$ cat src/rtl/bcd_dabble_conv_pkg.sv
// Shared definitions for the sequential binary-to-BCD converter:
// FSM state encodings, the overflow digit pattern and the range helper.
package bcd_dabble_conv_pkg;

  typedef enum logic [1:0] {
    ST_IDLE  = 2'd0,
    ST_SHIFT = 2'd1,
    ST_DONE  = 2'd2
  } state_t;

  // Digit shown on every position when the sample cannot be represented.
  localparam logic [3:0] BCD_ERR_DIGIT = 4'hE;

  // Largest value representable in the given number of decimal digits.
  function automatic int unsigned bcd_max_val(input int digits);
    int unsigned p;
    p = 1;
    for (int i = 0; i < digits; i++) begin
      p = p * 10;
    end
    return p - 1;
  endfunction

endpackage

$ cat src/rtl/bcd_add3_digit.sv
// Double-dabble correction for one BCD nibble: values of 5 or more get +3
// so the following left shift carries correctly into the next decimal digit.
module bcd_add3_digit (
  input  logic [3:0] digit,
  output logic [3:0] corrected
);

  // Inputs are 0..9 during a valid conversion, so the sum never exceeds 12.
  assign corrected = (digit >= 4'd5) ? digit + 4'd3 : digit;

endmodule

$ cat src/rtl/bcd_dabble_conv.sv
// Sequential binary-to-BCD converter (shift-and-add-3, one bit per clock)
// with valid/ready handshakes on both sides and an "EEE" overflow pattern.
module bcd_dabble_conv
  import bcd_dabble_conv_pkg::*;
#(
  parameter int IN_WIDTH = 10,
  parameter int DIGITS   = 3
) (
  input  logic                  clk,
  input  logic                  resetn,
  input  logic                  in_valid,
  output logic                  in_ready,
  input  logic [IN_WIDTH-1:0]   in_data,
  output logic                  out_valid,
  input  logic                  out_ready,
  output logic [4*DIGITS-1:0]   out_bcd,
  output logic                  out_ovf
);

  localparam int BW = 4 * DIGITS;
  localparam int SW = BW + IN_WIDTH;
  localparam int CW = $clog2(IN_WIDTH + 1);
  localparam int unsigned MAX_VAL = bcd_max_val(DIGITS);
  localparam logic [31:0] MAX_VAL_W = 32'(MAX_VAL);
  localparam logic [CW-1:0] LAST_COUNT = CW'(IN_WIDTH - 1);

  state_t          state_reg, state_next;
  logic [SW-1:0]   shift_reg;
  logic [CW-1:0]   count_reg;
  logic [BW-1:0]   out_bcd_reg;
  logic            out_ovf_reg;

  logic [31:0]     in_data_ext;
  logic            accept;
  logic            too_big;
  logic            last_shift;
  logic [BW-1:0]   adj_bcd;
  logic [SW-1:0]   adjusted;
  logic [SW-1:0]   shifted;

  assign in_data_ext = {{(32 - IN_WIDTH){1'b0}}, in_data};
  assign too_big     = (in_data_ext > MAX_VAL_W);
  assign accept      = in_valid && in_ready;
  assign last_shift  = (count_reg == LAST_COUNT);

  // All nibbles of the BCD field are corrected in parallel before the shift.
  for (genvar gi = 0; gi < DIGITS; gi++) begin : g_add3
    bcd_add3_digit u_add3 (
      .digit     (shift_reg[IN_WIDTH + 4*gi +: 4]),
      .corrected (adj_bcd[4*gi +: 4])
    );
  end

  assign adjusted = {adj_bcd, shift_reg[IN_WIDTH-1:0]};
  assign shifted  = adjusted << 1;

  // State register
  always_ff @(posedge clk) begin
    if (!resetn) begin
      state_reg <= ST_IDLE;
    end else begin
      state_reg <= state_next;
    end
  end

  // Next-state logic
  always_comb begin
    state_next = state_reg;
    case (state_reg)
      ST_IDLE: begin
        if (accept) begin
          state_next = too_big ? ST_DONE : ST_SHIFT;
        end
      end
      ST_SHIFT: begin
        if (last_shift) begin
          state_next = ST_DONE;
        end
      end
      ST_DONE: begin
        if (out_ready) begin
          state_next = ST_IDLE;
        end
      end
      default: state_next = ST_IDLE;
    endcase
  end

  // Outputs decoded from state; in_ready is forced low while reset is held.
  always_comb begin
    in_ready  = resetn && (state_reg == ST_IDLE);
    out_valid = (state_reg == ST_DONE);
  end

  // Datapath: shift register, counter and held result
  always_ff @(posedge clk) begin
    if (!resetn) begin
      shift_reg   <= '0;
      count_reg   <= '0;
      out_bcd_reg <= '0;
      out_ovf_reg <= 1'b0;
    end else begin
      case (state_reg)
        ST_IDLE: begin
          if (accept) begin
            if (too_big) begin
              out_bcd_reg <= {DIGITS{BCD_ERR_DIGIT}};
              out_ovf_reg <= 1'b1;
            end else begin
              shift_reg <= {{BW{1'b0}}, in_data};
              count_reg <= '0;
            end
          end
        end
        ST_SHIFT: begin
          shift_reg <= shifted;
          count_reg <= count_reg + CW'(1);
          if (last_shift) begin
            out_bcd_reg <= shifted[SW-1 -: BW];
            out_ovf_reg <= 1'b0;
          end
        end
        default: ;
      endcase
    end
  end

  assign out_bcd = out_bcd_reg;
  assign out_ovf = out_ovf_reg;

endmodule

$ cat config.mk
export PLATFORM = sky130hd
export DESIGN_NAME = bcd_dabble_conv
export DESIGN_NICKNAME = d
export VERILOG_FILES = /design/src/rtl/bcd_dabble_conv_pkg.sv /design/src/rtl/bcd_add3_digit.sv /design/src/rtl/bcd_dabble_conv.sv
export SDC_FILE = /design/constraint.sdc
export NUM_CORES = 1
export LEC_CHECK = 0
export BUFFER_PORTS_ARGS = -buffer_cell sky130_fd_sc_hd__buf_2
export CORE_ASPECT_RATIO = 1.25
export CORE_MARGIN = 5
export CORE_UTILIZATION = 50
export CTS_CLUSTER_DIAMETER = 100
export DETAILED_ROUTE_END_ITERATION = 10
export GPL_ROUTABILITY_DRIVEN = 1
export GPL_TIMING_DRIVEN = 0
export PLACE_DENSITY = 0.71
export SYNTH_ARGS = -nofsm -noshare
export SYNTH_HDL_FRONTEND = slang
export SYNTH_SLANG_ARGS = --single-unit
$ cat constraint.sdc
create_clock -name clk -period 1.8 [get_ports clk]
set_input_delay 0.36 -clock clk [delete_from_list [all_inputs] [get_ports clk]]
set_output_delay 0.36 -clock clk [all_outputs]
set_load 0.03 [all_outputs]
==> flow_summary.json <==
{
  "synth_edf_count": 0,
  "hold_depth": 3,
  "finalSetupViolations": 0,
  "stdcell_count": 314,
  "timing.hold.ws_ps": 345,
  "grt_pass1_vias": 1641,
  "start_kind": "register",
  "wl_met2_um": 2250,
  "drv_cap": 0,
  "outcome": "complete, no violations",
  "syn-num-nets": 244,
  "cellPowerDensity_nw_per_um2": 806,
  "yosysWarnings": 0,
  "place.gp.congestion": 0.804,
  "antenna_found_initial": 0,
  "setup-tns-final_ps": 0,
  "dr.first_iter.drc_count": 85,
  "drive_gt1_share_pct": 27.1,
  "wire_per_inst_um": 14.6,
  "nNetsFinal": 279,
  "synth_area_leaders": "dfxtp_1, mux2i_1, nand2_1",
  "dr_wl_met3_um": 154,
  "globalRoute.totalOverflow": 0,
  "viasPerCell": 5.40,
  "power.total_mw": 1.90,
  "largest_register_ffs": 22,
  "die_area_um2": 5450,
  "ys_types": 43,
  "worstMarginPinSlew_ps": 578,
  "slew_viol_final": 0,
  "ctsHoldBuffers": 0,
  "diodes": 0,
  "fin_crit_ps": 1700,
  "finish.utilization_pct": 59.0,
  "slew_headroom_pct": 61.5,
  "dpl_worst_slack_ps": 70.4,
  "dp.cells": 306,
  "syn_area_per_cell_um2": 9.16,
  "dp_hpwl_um": 3240,
  "io_buffers": 28,
  "arrival_ps": 1340,
  "grt_pass1_wl_um": 7660,
  "post_synth_inst_count": 222,
  "synthToLayoutAreaGrowth_pct": 16.2,
  "finalCritPeriodShare_pct": 94.4,
  "clkSinkCount": 41,
  "crit_path_end_kind": "output port",
  "crit_fanout": 10,
  "synth-seq-cells": 41,
  "clockBufferDepth": 2,
  "reg2regPathDepth": 6,
  "cts_tree": "built",
  "worstSetupPathType": "register to output port",
  "clk_pin_slew_ps": 80,
  "die_width_um": 67.0,
  "hold_class": "input pin to register",
  "wirelength_um": 4570,
  "placed_cell_area_um2": 2240,
  "fin_skew_ps": 5.44,
  "start_util_pct": 50.8,
  "fillers": 372,
  "ctsRootBufferMaster": "clkbuf_8",
  "ant_nets": 0,
  "final_area_um2": 2360,
  "synth.largest_area_cell": "dfxtp_1",
  "drt-met1-wl_um": 2090,
  "ctsHtreeMaxLevel": 2,
  "async_flop_share_pct": 0,
  "grt_usage_pct": 18.4,
  "rows": 26,
  "fp.dieH_um": 81.3,
  "drc": 0,
  "clk_latency_ps": 290,
  "cts_buffers": 5,
  "worstPathRequired_ps": 1440,
  "grt_max_degree": 13,
  "topRoutingLayerUsed": "met4",
  "fmax_ghz": 0.589,
  "vias": 1697,
  "syn_area_um2": 2030,
  "synth_top_flop_cell": "dfxtp_1",
  "p_leak_nw": 0.950,
  "final_hold_viol_count": 0,
  "layout_setup_ws_ps": 102,
  "coreArea_um2": 4000,
  "peakVddDrop_uv": 453,
  "ios": 29,
  "ys_seq_area_share_pct": 40.4,
  "first_pass_iters": 4,
  "rsz0062_at_grt": "no",
  "final_common_cell": "dfxtp_1",
  "synth_top_area_share_pct": 40.4,
  "layout_common_cells": "dfxtp_1, nand2_1, buf_2"
}
logic make-up (layout without fill, tap and decap cells):
family	after synthesis	in the layout	share of synthesized area, %
compound gates	58	58	21.5
xor+xnor	3	3	1.29
fa+ha+maj	8	8	4.92
buf+inv	21	57	4.37
flops	41	41	40.4
mux	15	15	7.45
simple gates	76	76	20.1
power breakdown:
group / internal [mW] / switching [mW]
Clock: 0.452 / 0.319
Combinational: 0.0725 / 0.108
Sequential: 0.934 / 0.0190
routing by layer:
layer	vias up	track usage, %
met3	6	3.87
met2	24	29.8
met4	0	8.72
met1	794	23.2
li1	873	-
met5	-	0
final cells by class:
cell class	instances	area, um2	area share [%]
multi-input cells	160	1120	47.6
flip-flops and latches	41	822	34.8
repair buffers	28	140	5.93
clock buffers	7	86.3	3.65
well taps	56	70.1	2.97
plain buffers	12	56.3	2.38
inverters	9	33.8	1.43
clock inverters	1	30.0	1.27
final timing paths:
path	slack (ps)	startpoint	end
hold / removal	340	in_data[0]	shift_reg[0]
setup reg to reg	130	shift_reg[18]	out_bcd[10]
setup / recovery	100	state_reg[1]	in_ready
hold reg to reg	460	out_bcd[8]	out_bcd[8]
cell usage after synthesis (all sizes together) (3+ instances only):
library cell	n
nand3	6
o211ai	11
or2	9
mux2i	14
dfxtp	41
o221a	7
a21oi	10
inv	8
buf	7
nand2b	6
o31ai	3
o2bb2ai	6
ha	8
xnor2	3
o21ai	8
nand2	35
nor2	7
clkbuf	5
o22ai	5
critical path, cell delays in order (launching register included):
cell and delay [ps]:
dfxtp_1 320, clkbuf_2 200, nand2b_1 230, nor2_1 100, buf_2 200
timing repair:
action                                  CTS  global route
endpoints found under the setup margin    2             1
pin swaps                                 0             0
setup buffers                             0             0
cloned                                    0             0
gates resized for setup                   1             1
No activity file was read; power rests on OpenSTA's default activity.
